===== config.mk =====
export PLATFORM = sky130hd
export DESIGN_NAME = adder_arbiter
export DESIGN_NICKNAME = d
export VERILOG_FILES = /design/src/rtl/adder_arbiter.sv
export SDC_FILE = /design/constraint.sdc
export NUM_CORES = 1
export LEC_CHECK = 0
export CORE_ASPECT_RATIO = 1.1
export CORE_MARGIN = 4
export CORE_UTILIZATION = 40
export DETAILED_ROUTE_END_ITERATION = 10
export PLACE_DENSITY = 0.78
export SETUP_SLACK_MARGIN = 0.1
export SYNTH_ARGS = -nofsm -noshare
export SYNTH_HDL_FRONTEND = slang
export SYNTH_SLANG_ARGS = --single-unit

===== constraint.sdc =====
create_clock -name clk -period 4.5 [get_ports clk]
set_clock_uncertainty 0.1 [all_clocks]
set_input_delay 0.9 -clock clk [delete_from_list [all_inputs] [get_ports clk]]
set_output_delay 0.9 -clock clk [all_outputs]
set_load 0.01 [all_outputs]

===== src/rtl/adder_arbiter.sv =====
// adder_arbiter: round-robin arbiter sharing one external adder between two requesters.
// Rev 1.0
`default_nettype none

module adder_arbiter #(
   parameter int ADDER_LATENCY = 1
) (
   input  logic       clk,
   input  logic       rst_n,
   input  logic       req0_valid,
   input  logic [7:0] req0_a,
   input  logic [7:0] req0_b,
   output logic       req0_ready,
   input  logic       req1_valid,
   input  logic [7:0] req1_a,
   input  logic [7:0] req1_b,
   output logic       req1_ready,
   output logic [7:0] add_a,
   output logic [7:0] add_b,
   input  logic [7:0] add_sum,
   output logic       rsp_valid,
   input  logic       rsp_ready,
   output logic [7:0] rsp_sum,
   output logic       rsp_id,
   output logic       busy,
   output logic [7:0] txn_count
);

   localparam logic [3:0] LATENCY = ADDER_LATENCY[3:0];

   typedef enum logic [1:0] {
      IDLE = 2'd0,
      WAIT = 2'd1,
      RESP = 2'd2
   } state_t;

   state_t     state;
   state_t     state_nxt;
   logic       last_grant;
   logic [3:0] cnt;

   // A lone valid requester always wins; on contention the one not granted last wins.
   always_comb begin
      state_nxt  = state;
      req0_ready = 1'b0;
      req1_ready = 1'b0;
      case (state)
         IDLE: begin
            req0_ready = req0_valid && (!req1_valid || last_grant);
            req1_ready = req1_valid && (!req0_valid || !last_grant);
            if (req0_ready || req1_ready)
               state_nxt = WAIT;
         end
         WAIT: begin
            if (cnt == 4'd0)
               state_nxt = RESP;
         end
         RESP: begin
            if (rsp_ready)
               state_nxt = IDLE;
         end
         default: state_nxt = IDLE;
      endcase
   end

   assign busy = (state != IDLE);

   always_ff @(posedge clk) begin
      if (!rst_n) begin
         state      <= IDLE;
         add_a      <= 8'h00;
         add_b      <= 8'h00;
         rsp_valid  <= 1'b0;
         rsp_sum    <= 8'h00;
         rsp_id     <= 1'b0;
         txn_count  <= 8'h00;
         cnt        <= 4'd0;
         last_grant <= 1'b1;
      end else begin
         state <= state_nxt;
         case (state)
            IDLE: begin
               if (req0_ready) begin
                  add_a      <= req0_a;
                  add_b      <= req0_b;
                  rsp_id     <= 1'b0;
                  last_grant <= 1'b0;
                  cnt        <= LATENCY;
               end else if (req1_ready) begin
                  add_a      <= req1_a;
                  add_b      <= req1_b;
                  rsp_id     <= 1'b1;
                  last_grant <= 1'b1;
                  cnt        <= LATENCY;
               end
            end
            WAIT: begin
               // The count hits zero exactly when the adder output for add_a/add_b is valid.
               if (cnt == 4'd0) begin
                  rsp_sum   <= add_sum;
                  rsp_valid <= 1'b1;
               end else begin
                  cnt <= cnt - 4'd1;
               end
            end
            RESP: begin
               if (rsp_ready) begin
                  rsp_valid <= 1'b0;
                  txn_count <= txn_count + 8'd1;
               end
            end
            default: ;
         endcase
      end
   end

endmodule

`default_nettype wire


==> run_results.csv, run 1 <==
group,metric,value,unit
drt,drtIter0Drc,143,
cts,cts.path.max_buffers,2,
synth,ys_seq_elements,41,
drt,drc,0,
hold_path,worstHoldStart,"rsp_sum[1]",
critical_path,path_delay_family,"buffers and inverters",
critical_path,crit_cells,5,
drt,drt_wl_total,5.523,mm
synth,synth_most_common_cell,"dfxtp_1",
critical_path,cpMostUsedCell,"clkdlybuf4s50_1",
synth,ys_top_cells_by_area,"dfxtp_1 42%, a21oi_1 7.9%, a311oi_1 7.2%",
sta,max_freq,268.1,MHz
critical_path,r2r_cells,5,
synth,syn_area,1953,µm²
sta,finalHoldViolCount,0,
cts,cts-root-buf,"clkbuf_8",
synth,postSynthCellCount,226,
synth,synth.distinct_cells,46,
cts,clock_sinks,41,
critical_path,rr_startpoint,"cnt[0]",
finish,fin_nets,347,
cts,post_cts_buffers,0,
die,fp.dieW,74.63,µm
die,die_y,81.29,µm
finish,n_antenna_cell,0,
finish,syn_to_final_growth,45.10,%
critical_path,crit_path_cell_trace,"clkdlybuf4s50_1 > or3b_1 > buf_4 > nor2_1 > clkdlybuf4s50_1",
finish,final_area,2834,µm²
pwr,peakVddDrop,189.2,µV
synth,ys_seq_area_share,42.02,%
synth,synth.net_count,274,
cts,cts_tree,"done",
critical_path,reg2reg_setup_slack,2680,ps
finish,drive_gt1_share,5.667,%
pwr,power,1.148,mW
sta,setup-tns-final,0,ps
critical_path,cp_slowest_cell,"clkdlybuf4s50_1",
cts,cts_hold_buffers,0,
sta,setup_viol,0,
cts,htree_levels,2,
drt,antenna_left,0,
critical_path,crit_fanout,19,
critical_path,r2r-end,"cnt[2]",
synth,netlist.area_leader.share,42.02,%
critical_path,crit_end,"req0_ready",
global_routing,grt-ovfl-total,0,
placed_design,place_congestion,0.7863,
global_routing,antenna_found_initial,0,
synth,yosysWarnings,0,
global_routing,grt_max_degree,39,
placed_design,port_buffers,81,
synth,netlist_top_cells_count,"41 x dfxtp_1, 31 x a21oi_1, 26 x nand3_1",
synth,synth_edf_count,0,
sta,rsz0062_at_grt,"false",
finish,final.fill_count,443,
synth,synthFlopType,"dfxtp_1",
drt,routedWlPerCell,15.51,µm
hold_path,hp-class,"reg -> reg",
run_status,status,"finished, final reports clean",
flow_run,cap_violations,0,
finish,fin_util,60.50,%
global_routing,grt_usage,18.78,%
synth,synth.avg_cell_area,8.642,µm²
pwr,leakage,1.006,nW
placed_design,placed_area,2751,µm²
critical_path,worst_setup_path_start_kind,"primary input",
critical_path,slowest_delay,580,ps
placed_design,dp_hpwl,3.847,mm
sta,min_period,3729,ps
die,num_rows,26,
critical_path,cp_num_buf_inv,3,
drt,viasPerCell,5.649,
critical_path,crit_path_end_kind,"output pin",
synth,async_flop_share,0,%
sta,tightestPinTransition,866.0,ps
sta,maxSlewHeadroom,42.15,%
die,ios,82,
cts,clock_latency,290,ps
cts,clk_pin_slew,70,ps
sta,slew_violations,0,
die,core_area,4684,µm²
pwr,powerDensity,405.0,nW/µm²
die,initial_core_util,41.69,%
synth,synth_top_area_cell,"dfxtp_1",
drt,drt-pass1-iter-count,4,
sta,post-route-period-util,82.88,%
critical_path,cp.required,3500,ps
cts,cts_resized,0,
die,dieArea,6066,µm²
critical_path,startpoint,"req0_valid",
global_routing,grt_pass1_vias,1995,
global_routing,grt_pass1_wl,8.949,mm
cts,numCtsBuffers,5,
drt,vias,2011,
critical_path,critPathKind,"in -> out",
critical_path,cp.arrival,2730,ps
==> layer usage <==
layer  GRT usage (%)  vias up  wire length (µm)
li1                -      995                 -
met4           4.270        0                55
met1           21.28      933              2393
met5               0        -                 0
met3           8.540        6               527
met2           32.07       77              2546
==> report_power, final <==
| group | leakage (nW) | switching (mW) | internal (mW) |
|---|---|---|---|
| Combinational | 0.624 | 0.224 | 0.220 |
| Sequential | 0.337 | 0.0476 | 0.422 |
| Clock | 0.0450 | 0.126 | 0.108 |
==> cells in the final DEF, fill, tap and decap left out, types with 2 or more instances in the layout <==
| cell | netlist | routed |
|---|---|---|
| or3_1 | 3 | 3 |
| nor3b_1 | 2 | 2 |
| buf_4 | 3 | 5 |
| inv_1 | 5 | 5 |
| nor2_1 | 9 | 9 |
| clkbuf_8 | 0 | 5 |
| clkdlybuf4s50_1 | 0 | 81 |
| ha_1 | 3 | 3 |
| nand2b_1 | 2 | 2 |
| a21oi_1 | 31 | 31 |
| nand2_1 | 6 | 6 |
| a311oi_1 | 16 | 16 |
| or4_1 | 2 | 2 |
| o21ai_0 | 20 | 20 |
| clkinv_2 | 0 | 2 |
| nand4_1 | 2 | 2 |
| xor2_1 | 2 | 2 |
| mux2i_1 | 2 | 2 |
| dfxtp_1 | 41 | 41 |
| o31ai_1 | 2 | 2 |
| o21ai_1 | 7 | 7 |
| o211ai_1 | 3 | 3 |
| nand3_1 | 26 | 26 |
==> worst min path at each step <==
| stage | end | cells after the start |
|---|---|---|
| after detailed placement | rsp_sum[1] | 2 |
| after global routing | rsp_sum[6] | 2 |
| after CTS | rsp_sum[1] | 2 |
| after floorplan | cnt[3] | 2 |
| final | rsp_sum[1] | 2 |
| after global placement | rsp_sum[7] | 2 |
==> layout make-up <==
| type | count | area, µm² | area share (%) |
|---|---|---|---|
| multi-input cells | 160 | 993.5 | 35.06 |
| repair buffers | 86 | 848.3 | 29.93 |
| flip-flops and latches | 41 | 820.8 | 28.96 |
| clock buffers | 6 | 72.57 | 2.561 |
| well taps | 56 | 70.07 | 2.472 |
| inverters | 5 | 18.77 | 0.6623 |
| clock inverters | 2 | 10.01 | 0.3532 |
==> registers in the layout, summed over array words and instances (netlist names) <==
name        flops
txn_count       8
rsp_sum         8
state           2
rsp_valid       1
cnt             4
add_a           8
rsp_id          1
last_grant      1
add_b           8
==> worst register-to-register path, cell delays in order (launching register included) <==
cell and delay, ps:
dfxtp_1 400, inv_1 80, ha_1 210, nor3b_1 180
a2111oi_0 550, mux2i_1 230
==> metrics by stage <==
stage	cells	worst slack [ps]	hold slack, ps
6_report	356	770.6	375.7
5_1_grt	356	700.6	402.9
4_1_cts	356	774.9	379.5
3_5_place_dp	348	793.3	368.6
3_3_place_gp	348	826.6	360.7
2_1_floorplan	226	1815	388.6
==> cell families after synthesis <==
kind of cell | share of synthesized area [%]
compound gates | 28.12
simple gates | 18.90
flops | 42.02
buf+inv | 7.111
fa+ha+maj | 1.922
xor+xnor | 0.8970
mux | 1.025
Power figures use the tool's default switching activity.
==> run 2, diff against run 1 <==
- clock period: 4.5 -> 3.8 ns (I/O delays scaled with it)
==> run 2 against run 1 <==
Compared with the run above:
- first-iteration DRC count is 29% lower
- critical path depth shrank 1
- critical endpoint unchanged
- hold slack better by 1.7 ps
- sequential cell count did not move
- cell count unchanged
- clock power up 76%
- non-clock buffer count unchanged
- largest power group unchanged
- cell area is 1.8% higher
- register-to-register slack worse by 860 ps
==> run_results.csv, run 2 (synthesis results as in run 1) <==
group,metric,value,unit
sta,whs,377.3,ps
cts,numCtsBuffers,5,
critical_path,cp.arrival,2400,ps
drt,routedWlPerCell,14.86,µm
finish,multiInputGateArea,993.5,µm²
die,die_y,81.29,µm
critical_path,rr_startpoint,"state[1]",
finish,final_common_cell,"clkdlybuf4s50_1",
placed_design,pre_cts_slack,553.5,ps
critical_path,critPathKind,"in -> out",
placed_design,port_buffers,81,
critical_path,worst_setup_path_start_kind,"primary input",
finish,syn_to_final_growth,47.73,%
cts,clk_pin_slew,80,ps
run_status,status,"finished, final reports clean",
cts,clock_sinks,41,
die,dieArea,6066,µm²
finish,fin_nets,347,
cts,cts_tree,"done",
cts,cts-root-buf,"clkbuf_8",
critical_path,crit_path_end_kind,"output pin",
die,fp.dieW,74.63,µm
global_routing,antenna_found_initial,0,
cts,cts_hold_buffers,0,
finish,final_cell_mix,"81 x clkdlybuf4s50_1, 41 x dfxtp_1, 31 x a21oi_1",
sta,post-route-period-util,85.84,%
die,initial_core_util,41.69,%
critical_path,startpoint,"req0_valid",
cts,htree_levels,2,
flow_run,cap_violations,0,
cts,cts_resized,0,
sta,setup_viol,0,
placed_design,place_congestion,0.7871,
pwr,peakVddDrop,241.6,µV
finish,fin_cells,356,
global_routing,grt_pass1_wl,8.625,mm
finish,regArea,820.8,µm²
sta,finalHoldViolCount,0,
drt,vias,1983,
global_routing,grt_pass1_vias,1889,
global_routing,grt_usage,18.32,%
pwr,powerDensity,515.9,nW/µm²
drt,drc,0,
cts,cts.path.max_buffers,2,
hold_path,worstHoldStart,"rsp_sum[1]",
placed_design,placed_cells,348,
die,num_rows,26,
placed_design,dp_hpwl,3.724,mm
drt,drt-pass1-iter-count,6,
finish,final.fill_count,424,
finish,drive_gt1_share,6.000,%
hold_path,hp-class,"reg -> reg",
sta,min_period,3262,ps
drt,drt_wl_total,5.291,mm
sta,setup_slack,538.1,ps
sta,max_freq,306.6,MHz
global_routing,grt_max_degree,28,
die,ios,82,
drt,viasPerCell,5.570,
global_routing,grt-ovfl-total,0,
pwr,leakage,1.029,nW
sta,setup-tns-final,0,ps
sta,rsz0062_at_grt,"false",
drt,drtIter0Drc,101,
sta,maxSlewHeadroom,40.88,%
cts,clock_latency,290,ps
finish,fin_util,61.59,%
die,core_area,4684,µm²
sta,slew_violations,0,
sta,tightestPinTransition,884.9,ps
critical_path,cp.required,2940,ps
finish,n_antenna_cell,0,
critical_path,crit_fanout,7,
cts,post_cts_buffers,0,
drt,antenna_left,0,
-- run 2: power by group --
part           switching, mW  internal, mW  total, mW
logic                  0.261         0.261      0.522
clock network          0.150         0.261      0.411
registers             0.0557         0.500      0.555
total                  0.467          1.02       1.49
-- run 2: cell type report --
cell class | instances | area share [%]
sequential | 41 | 28.45
clock inverter | 3 | 2.255
inverter | 5 | 0.6505
tap | 56 | 2.428
multi-input combinational | 160 | 34.43
clock buffer | 5 | 2.385
timing repair buffer | 86 | 29.40
-- run 2: layer usage --
layer / vias to the layer above / part of all wire, % / global-route usage (%)
li1: 1002 / - / -
met1: 900 / 43 / 21.98
met2: 75 / 44 / 29.53
met3: 6 / 11 / 8.416
met4: 0 / 1.0 / 4.804
met5: - / 0 / 0
-- run 2: path summary, 6_finish.rpt --
kind                                    to  slack [ps]  cells past startpoint
worst max-delay path            req0_ready         540                      4
worst min-delay path            rsp_sum[1]         380                      2
worst max register to register    add_b[1]        1820                      5
worst min register to register  rsp_sum[1]         380                      2
-- run 2: through the flow --
stage	cell area (µm²)	power (mW)
finish	2885	1.489
detailed placement	2751	1.088
global route	2885	1.580
CTS	2885	1.505
floorplan	1953	0.8692
global placement	2751	1.084
-- run 2: worst max-delay path: stages --
cell and delay [ps]:
clkdlybuf4s50_1 580, or3b_1 390, nor2_1 110, clkdlybuf4s50_1 560
==> run 3, diff against run 2 <==
- CELL_PAD_IN_SITES_DETAIL_PLACEMENT: default -> 2
- CELL_PAD_IN_SITES_GLOBAL_PLACEMENT: default -> 2
- CORE_UTILIZATION: 40 -> 23
- PLACE_DENSITY: 0.78 -> 0.8
==> run 3 against run 2 <==
Compared with the run above:
- sequential cell count stayed put
- via count grew 4.8%
- sequential share of layout area decreased by 0.35 points
- non-clock buffer count rose by 2
- clock-buffer cell count rose by 2
- hold slack better by 6.4 ps
- total power decreased by 5.3%
- global-route usage decreased by 3.6 points
- fmax increased by 0.10%
==> run_results.csv, run 3 (synthesis results as in run 1) <==
group,metric,value,unit
run_status,status,"finished, final reports clean",
hold_path,hp-class,"reg -> reg",
cts,clk_pin_slew,80,ps
cts,clock_latency,300,ps
critical_path,critPathKind,"in -> out",
die,core_area,8320,µm²
cts,cts_tree,"done",
critical_path,path_delay_family,"buffers and inverters",
global_routing,grt_max_degree,21,
sta,whs,383.7,ps
sta,min_period,3258,ps
critical_path,r2r-end,"add_b[6]",
finish,drive_gt1_share,5.980,%
drt,drt-pass1-iter-count,4,
sta,slew_violations,0,
drt,antenna_left,0,
drt,drc,0,
global_routing,antenna_found_initial,0,
critical_path,cpMostUsedCell,"clkdlybuf4s50_1",
sta,maxSlewHeadroom,37.50,%
critical_path,cp.arrival,2400,ps
die,dieArea,10030,µm²
placed_design,dp_hpwl,5.314,mm
global_routing,grt_pass1_vias,2224,
finish,final_common_cell,"clkdlybuf4s50_1",
sta,setup-tns-final,0,ps
critical_path,rr_startpoint,"state[0]",
sta,rsz0062_at_grt,"false",
pwr,powerDensity,482.5,nW/µm²
flow_run,cap_violations,0,
drt,vias,2078,
finish,fin_nets,349,
finish,final_area,2922,µm²
critical_path,reg2reg_setup_slack,1450,ps
cts,clock_sinks,41,
global_routing,grt-ovfl-total,0,
pwr,leakage,1.016,nW
die,ios,82,
sta,post-route-period-util,85.75,%
sta,setup_viol,0,
critical_path,crit_path_end_kind,"output pin",
critical_path,cp.required,2940,ps
drt,drtIter0Drc,23,
finish,regArea,820.8,µm²
cts,cts_resized,0,
finish,final.fill_count,967,
critical_path,cp_num_buf_inv,2,
placed_design,placed_area,2835,µm²
global_routing,grt_usage,14.68,%
hold_path,worstHoldStart,"rsp_sum[6]",
cts,cts.path.max_buffers,2,
finish,n_antenna_cell,0,
critical_path,r2r_cells,5,
critical_path,slowest_delay,590,ps
sta,finalHoldViolCount,0,
critical_path,worst_setup_path_start_kind,"primary input",
critical_path,cp_slowest_cell,"clkdlybuf4s50_1",
drt,drt_wl_total,7.233,mm
drt,viasPerCell,5.044,
cts,cts-root-buf,"clkbuf_8",
hold_path,holdPathEnd,"rsp_sum[6]",
pwr,peakVddDrop,161.8,µV
cts,numCtsBuffers,5,
cts,htree_levels,2,
die,die_y,104.7,µm
critical_path,crit_path_cell_trace,"clkdlybuf4s50_1 > or3b_1 > nor2_1 > clkdlybuf4s50_1",
die,initial_core_util,23.47,%
critical_path,crit_cells,4,
finish,fin_util,35.11,%
placed_design,port_buffers,81,
cts,cts_hold_buffers,0,
cts,post_cts_buffers,0,
drt,routedWlPerCell,17.56,µm
finish,syn_to_final_growth,49.58,%
finish,multiInputGateArea,993.5,µm²
placed_design,place_congestion,0.7493,
hold_path,min_path_cells,2,
sta,max_freq,306.9,MHz
die,fp.dieW,95.86,µm
global_routing,grt_pass1_wl,11.50,mm
critical_path,crit_fanout,7,
die,num_rows,35,
sta,tightestPinTransition,935.6,ps
finish,final_cell_mix,"81 x clkdlybuf4s50_1, 41 x dfxtp_1, 31 x a21oi_1",
-- run 3: worst register-to-register path, delay by kind of cell (launching register included) --
| family | cells | cell delay [ps] |
|---|---|---|
| AND/OR/NAND/NOR | 2 | 1220 |
| flip-flops | 1 | 310 |
| AO/OA/AOI/OAI | 1 | 210 |
| buffers and inverters | 2 | 360 |
-- run 3: per-layer routing --
layer  up-vias  GRT usage [%]  part of all wire [%]
li1       1001              -                     -
met2        77          24.54                    48
met4         0          3.659                   1.1
met1       993          16.98                    42
met3         7          6.335                   8.8
met5         -              0                     0
-- run 3: power by group --
group	switching (mW)	total, mW	internal [mW]	leakage [nW]
Sequential	0.0442	0.544	0.500	0.337
Combinational	0.299	0.566	0.267	0.635
Clock	0.155	0.300	0.144	0.0443
-- run 3: how the worst max path moves through the flow --
stage | from | end | slack [ps]
2_1_floorplan | req0_valid | req0_ready | 1390
3_3_place_gp | req0_valid | req0_ready | 560
3_5_place_dp | req0_valid | req0_ready | 540
4_1_cts | req0_valid | req0_ready | 540
5_1_grt | req0_valid | req0_ready | 470
6_report | req0_valid | req0_ready | 540
-- run 3: through the flow --
stage               instances  power (mW)  setup slack [ps]
floorplan                 226      0.8692              1395
global placement          405       1.110             556.4
detailed placement        405       1.128             539.4
CTS                       412       1.435             539.2
global route              412       1.511             467.5
finish                    412       1.410             541.5
-- run 3: layout make-up --
type / instances / share of cell area [%]
Multi-Input combinational cell: 160 / 34.00
Clock buffer: 7 / 2.955
Sequential cell: 41 / 28.09
Tap cell: 111 / 4.754
Inverter: 5 / 0.6424
Timing Repair Buffer: 88 / 29.55
